File: src/rtl/veggie_pkg.sv
// veggie_pkg
// Shared types and default sizing for the sprite descriptor path between
// the NIOS PIO exports and frame_displayer.
//   hw_cmd_t     : software command encoding on to_hw_sig
//   sw_stat_t    : status encoding reported on to_sw_sig
//   bank_state_t : sprite_port_bank handshake FSM states
package veggie_pkg;

    localparam int DEF_NUM_CH = 16;
    localparam int DEF_DATA_W = 32;
    localparam int DEF_CNT_W  = 16;

    // 2'b10 is reserved and is treated as CMD_IDLE by the bank.
    typedef enum logic [1:0] {
        CMD_IDLE   = 2'b00,
        CMD_REQ    = 2'b01,
        CMD_CANCEL = 2'b11
    } hw_cmd_t;

    typedef enum logic [1:0] {
        STAT_READY     = 2'b00,
        STAT_CAPTURED  = 2'b01,
        STAT_COMMITTED = 2'b10,
        STAT_CANCELLED = 2'b11
    } sw_stat_t;

    typedef enum logic [1:0] {
        ST_IDLE      = 2'b00,
        ST_ARMED     = 2'b01,
        ST_DONE      = 2'b10,
        ST_CANCELLED = 2'b11
    } bank_state_t;

    // Status reported to software for a given bank state.
    function automatic sw_stat_t state_to_stat(input bank_state_t st);
        sw_stat_t stat;
        case (st)
            ST_IDLE:      stat = STAT_READY;
            ST_ARMED:     stat = STAT_CAPTURED;
            ST_DONE:      stat = STAT_COMMITTED;
            default:      stat = STAT_CANCELLED;
        endcase
        return stat;
    endfunction

endpackage

File: src/rtl/edge_detect_fall.sv
// edge_detect_fall
// Falling-edge detector for a signal already in the clk domain (no
// synchroniser). Also used for the GPIO button edges.
//   clk     : clock
//   reset_n : synchronous active-low reset
//   sig     : monitored signal
//   fall    : high for the cycle in which sig is low and was high last cycle
module edge_detect_fall #(
    // Reset value of the delayed copy. Use the idle level of the signal so
    // that a signal sitting at its idle level after reset does not produce
    // a spurious edge.
    parameter logic RESET_LEVEL = 1'b1
) (
    input  logic clk,
    input  logic reset_n,
    input  logic sig,
    output logic fall
);

    logic sig_q;

    always_ff @(posedge clk) begin
        if (!reset_n) begin
            sig_q <= RESET_LEVEL;
        end else begin
            sig_q <= sig;
        end
    end

    assign fall = sig_q & ~sig;

endmodule

File: src/rtl/sprite_port_bank.sv
// sprite_port_bank
// Frame-coherent register bank between the PIO exports and frame_displayer.
// Software stages descriptors on port_in and raises REQ; all channels are
// captured into a shadow bank at once and copied to port_out only on the
// next vsync falling edge, so a frame never shows a half-updated sprite set.
//
// Handshake (to_hw_sig / to_sw_sig): software issues REQ (01) from READY;
// the bank answers CAPTURED (01). On the next vsync fall the bank answers
// COMMITTED (10); a CANCEL (11) while CAPTURED answers CANCELLED (11)
// instead. From COMMITTED/CANCELLED software must return to IDLE (00, or the
// reserved 10) to get READY back; a held REQ never captures twice.
//
// Ports:
//   Clk         : system clock
//   Reset_n     : synchronous active-low reset
//   port_in     : staging descriptors written by software
//   to_hw_sig   : software command
//   vsync_n     : VGA vertical sync, active low, same clock domain
//   port_out    : active descriptors
//   to_sw_sig   : registered status (mirrors the FSM state)
//   frame_tick  : one-cycle pulse after each vsync falling edge
//   frame_count : vsync falling edges seen, wrapping
//   stale_count : frames begun without a pending commit, saturating
module sprite_port_bank
    import veggie_pkg::*;
#(
    parameter int NUM_CH = DEF_NUM_CH,
    parameter int DATA_W = DEF_DATA_W,
    parameter int CNT_W  = DEF_CNT_W
) (
    input  logic                           Clk,
    input  logic                           Reset_n,
    input  logic [NUM_CH-1:0][DATA_W-1:0]  port_in,
    input  logic [1:0]                     to_hw_sig,
    input  logic                           vsync_n,
    output logic [NUM_CH-1:0][DATA_W-1:0]  port_out,
    output logic [1:0]                     to_sw_sig,
    output logic                           frame_tick,
    output logic [CNT_W-1:0]               frame_count,
    output logic [CNT_W-1:0]               stale_count
);

    bank_state_t                  state;
    bank_state_t                  state_next;
    logic                         vs_fall;
    logic                         load_shadow;
    logic                         commit;
    logic [NUM_CH-1:0][DATA_W-1:0] shadow;

    logic is_req;
    logic is_cancel;
    logic is_release;

    assign is_req     = (to_hw_sig == CMD_REQ);
    assign is_cancel  = (to_hw_sig == CMD_CANCEL);
    // 00 and the reserved 10 both release the bank.
    assign is_release = (to_hw_sig[0] == 1'b0);

    edge_detect_fall #(
        .RESET_LEVEL (1'b1)
    ) u_vs_edge (
        .clk     (Clk),
        .reset_n (Reset_n),
        .sig     (vsync_n),
        .fall    (vs_fall)
    );

    // ---------------------------------------------------------------
    // FSM next-state / control
    // ---------------------------------------------------------------
    always_comb begin
        state_next  = state;
        load_shadow = 1'b0;
        commit      = 1'b0;
        case (state)
            ST_IDLE: begin
                // A REQ on the same cycle as vs_fall only captures; the
                // commit waits for the following frame edge.
                if (is_req) begin
                    load_shadow = 1'b1;
                    state_next  = ST_ARMED;
                end
            end
            ST_ARMED: begin
                // Commit has priority over a coincident CANCEL.
                if (vs_fall) begin
                    commit     = 1'b1;
                    state_next = ST_DONE;
                end else if (is_cancel) begin
                    state_next = ST_CANCELLED;
                end
            end
            ST_DONE, ST_CANCELLED: begin
                if (is_release) begin
                    state_next = ST_IDLE;
                end
            end
            default: begin
                state_next = ST_IDLE;
            end
        endcase
    end

    always_ff @(posedge Clk) begin
        if (!Reset_n) begin
            state     <= ST_IDLE;
            to_sw_sig <= STAT_READY;
        end else begin
            state     <= state_next;
            to_sw_sig <= state_to_stat(state_next);
        end
    end

    // ---------------------------------------------------------------
    // Shadow and active descriptor banks
    // ---------------------------------------------------------------
    // A cancelled shadow is never read again: the only way back to ARMED
    // reloads it, so no explicit clear is needed on cancel.
    always_ff @(posedge Clk) begin
        if (!Reset_n) begin
            shadow <= '0;
        end else if (load_shadow) begin
            shadow <= port_in;
        end
    end

    always_ff @(posedge Clk) begin
        if (!Reset_n) begin
            port_out <= '0;
        end else if (commit) begin
            port_out <= shadow;
        end
    end

    // ---------------------------------------------------------------
    // Frame counters
    // ---------------------------------------------------------------
    always_ff @(posedge Clk) begin
        if (!Reset_n) begin
            frame_tick  <= 1'b0;
            frame_count <= '0;
            stale_count <= '0;
        end else begin
            frame_tick <= vs_fall;
            if (vs_fall) begin
                frame_count <= frame_count + CNT_W'(1);
                // A frame is stale when nothing was waiting to be committed.
                if ((state != ST_ARMED) && (stale_count != {CNT_W{1'b1}})) begin
                    stale_count <= stale_count + CNT_W'(1);
                end
            end
        end
    end

endmodule
File: config.mk
export PLATFORM = sky130hd
export DESIGN_NAME = sprite_port_bank
export DESIGN_NICKNAME = d
export VERILOG_FILES = /design/src/rtl/veggie_pkg.sv /design/src/rtl/edge_detect_fall.sv /design/src/rtl/sprite_port_bank.sv
export SDC_FILE = /design/constraint.sdc
export NUM_CORES = 2
export LEC_CHECK = 0
export CORE_AREA = 4 4 414 416
export CTS_CLUSTER_DIAMETER = 200
export DETAILED_ROUTE_END_ITERATION = 16
export DIE_AREA = 0 0 418 420
export GPL_TIMING_DRIVEN = 1
export SYNTH_ARGS = -nofsm -noshare
export SYNTH_HDL_FRONTEND = slang
export SYNTH_SLANG_ARGS = --single-unit
export TNS_END_PERCENT = 30
File: constraint.sdc
create_clock -name Clk -period 4.7 [get_ports Clk]
set_input_delay 0.47 -clock Clk [delete_from_list [all_inputs] [get_ports Clk]]
set_output_delay 0.47 -clock Clk [all_outputs]
set_load 0.01 [all_outputs]
==> flow_summary.yaml <==
sta:
  fin_skew_ns: 0.0480
  worstMarginPinSlew_ns: 0.830
  slew_headroom_pct: 44.7
  fin_crit_ns: 2.53
  finalHoldViolations: 0
  setup_viol: 0
  rsz0062_at_grt: "no"
  max_freq_mhz: 395
  slew_viol_final: 0
  period_share_pct: 53.9
  finalSetupTns_ns: 0
setup_path:
  crit_path_max_fanout: 100
  crit_type: "flip-flop to flip-flop"
  reg2reg_depth: 6
  rr_endpoint: "port_out[204]$_SDFFE_PN0P_"
  critPathLaunch: "u_vs_edge.sig_q$_SDFF_PN1_"
  reg2reg_from: "u_vs_edge.sig_q$_SDFF_PN1_"
  cp_data_arrival_time_ns: 3.13
  cp-end-kind: "flip-flop"
  crit_required_ns: 5.30
  reg2reg_slack_ns: 2.17
  startpoint_type: "flip-flop"
  endpoint: "port_out[204]$_SDFFE_PN0P_"
global_route:
  antenna_found_initial: 68
  track_usage_pct: 17.0
  grt_pass1_vias: 32900
  grt_first_pass_wirelength_um: 225000
  grt.overflow.total: 0
  grt_max_degree: 133
yosys:
  yosys_warnings: 0
  async_flop_share_pct: 0
  synth_area_leader_cell: "dfxtp_1"
  synth_area_um2: 37000
  synth_nets: 5158
  synth_area_per_cell_um2: 7.97
  synth-edff-count: 0
  synth.area.top_cells: "dfxtp_1, nand2_1, a21oi_1"
  ys_seq_area_share_pct: 57.4
  synth_cell_types: 47
  netlist_instances: 4639
  yosys.area.top_type_share_pct: 57.4
  ys_seq_elements: 1061
  synthFlopType: "dfxtp_1"
clocking:
  cts_setup_buffers: 0
  cts_hold_buf: 0
  cts_buffers: 117
  clk_pin_slew_worst_paths_ns: 0.06
  clock_latency_ns: 0.77
  clockBufferDepth: 3
  h-tree-depth: 3
  cts_root_buf: "clkbuf_16"
  post_cts_resized: 0
  cts.sinks: 1061
  cts_tree: "built"
drt:
  vias_per_cell: 4.46
  vias: 35100
  drt_iter0_drc: 2728
  routed_wl_um: 159000
  dr.pass1.iters: 6
  drc: 0
  ant_nets: 0
  wl_per_cell_um: 20.2
power:
  power.share.clock_pct: 47.2
  p_switching_mw: 4.88
  p_sw_share_pct: 23.8
  leakage_nw: 17.8
  combPwrFrac_pct: 6.9
  peakVddDrop_v: 0.000284
  seq_power_share_pct: 45.9
  power_density_nw_per_um2: 383
  intPower_mw: 15.6
min_path:
  hold_class: "input pin to flip-flop"
  holdPathStages: 3
finish:
  multiInputGateArea_um2: 13800
  nFillCells: 17600
  final_common_cell: "nand2_1"
  syn2layout_area_growth_pct: 44.5
  drive_gt1_share_pct: 4.76
  fin_util_pct: 31.9
  layout_common_cells: "nand2_1, clkdlybuf4s50_1, dfxtp_1, a21oi_1, clkbuf_16"
  seqCellArea_um2: 21200
  nets: 6044
run_status:
  outcome: "finished clean"
placement:
  hpwl_um: 115000
  port_buffers: 1063
  gp_congestion: 0.897
die:
  design.core.area_um2: 167000
  io-pin-count: 1064
  die_x_um: 418
  die-area_um2: 176000
  die_h_um: 420
  row_count: 150
  start_util_pct: 22.1
job:
  maxCapViolations: 0
-- registers in the layout, summed over array words and instances, names as in the netlist --
signal           flops
frame_count         16
frame_tick           1
to_sw_sig            2
stale_count         16
shadow             512
u_vs_edge.sig_q      1
state                1
port_out           512
-- critical path: stages, from the launching register on --
cell and delay (ns):
dfxtp_1 0.36, nor2b_2 0.52, nand3b_1 0.43, buf_12 0.31, buf_4 0.40, nand2_1 0.12
a21oi_1 0.07
-- power by group through the flow --
stage / registers (mW) / logic, mW / clock network [mW]
floorplan: 9.55 / 0.687 / 0
global placement: 9.57 / 1.42 / 0
detailed placement: 9.58 / 1.43 / 0
CTS: 9.39 / 1.44 / 9.93
global route: 9.41 / 1.56 / 10.3
finish: 9.39 / 1.42 / 9.66
-- cells by family after synthesis --
| group | count (synthesis) | share of synthesized area (%) |
|---|---|---|
| adder cells (fa/ha/maj) | 2 | 0.0677 |
| flip-flops | 1061 | 57.4 |
| buffers and inverters | 355 | 5.20 |
| XOR/XNOR | 10 | 0.237 |
| AND/OR/NAND/NOR | 2141 | 22.4 |
| AO/OA/AOI/OAI | 1066 | 14.6 |
| multiplexers | 4 | 0.108 |
-- metal layers --
metal | vias to the layer above | global-route usage (%) | part of all wire, %
li1 | 16800 | - | -
met1 | 16800 | 20.5 | 40
met2 | 1147 | 28.6 | 49
met3 | 335 | 4.28 | 6.6
met4 | 4 | 7.63 | 4.0
met5 | - | 0 | 0.015
-- synth_stat cells (all sizes together), types with 6 or more instances --
master and number:
or4 10, clkbuf 183, nand2 2064, nand4 11, nor2 14, dfxtp 1061
o21ai 6, nand2b 7, o31ai 10, xor2 9, buf 169, nand3 9
a21oi 1043
-- metrics by stage --
step           setup WS, ns  hold slack (ns)  cells  power, mW  area, um^2
4_1_cts                2.12            0.141   7830       20.8       53400
5_1_grt                2.02            0.207   7857       21.2       53400
3_3_place_gp           1.58            0.434   7610       11.0       49300
6_report               2.17            0.253   7859       20.5       53400
2_1_floorplan          2.99            0.432   4639       10.2       37000
3_5_place_dp           1.53            0.443   7610       11.0       49300
-- cell type report --
cell class,instances,share of cell area (%)
Antenna cell,29,0.136
Clock buffer,171,6.42
Clock inverter,49,1.24
Inverter,3,0.0351
Multi-Input combinational cell,3223,25.9
Sequential cell,1061,39.8
Tap cell,2204,5.16
Timing Repair Buffer,1119,21.4
-- worst min-delay path by stage --
| stage | startpoint | to | slack [ns] |
|---|---|---|---|
| after floorplan | shadow[0]$_SDFFE_PN0P_ | port_out[0]$_SDFFE_PN0P_ | 0.43 |
| after global placement | shadow[297]$_SDFFE_PN0P_ | port_out[297]$_SDFFE_PN0P_ | 0.43 |
| after detailed placement | shadow[333]$_SDFFE_PN0P_ | port_out[333]$_SDFFE_PN0P_ | 0.44 |
| after CTS | port_in[192] | shadow[192]$_SDFFE_PN0P_ | 0.14 |
| after global routing | port_in[459] | shadow[459]$_SDFFE_PN0P_ | 0.21 |
| final | port_in[242] | shadow[242]$_SDFFE_PN0P_ | 0.25 |
Power figures use the tool's default switching activity.
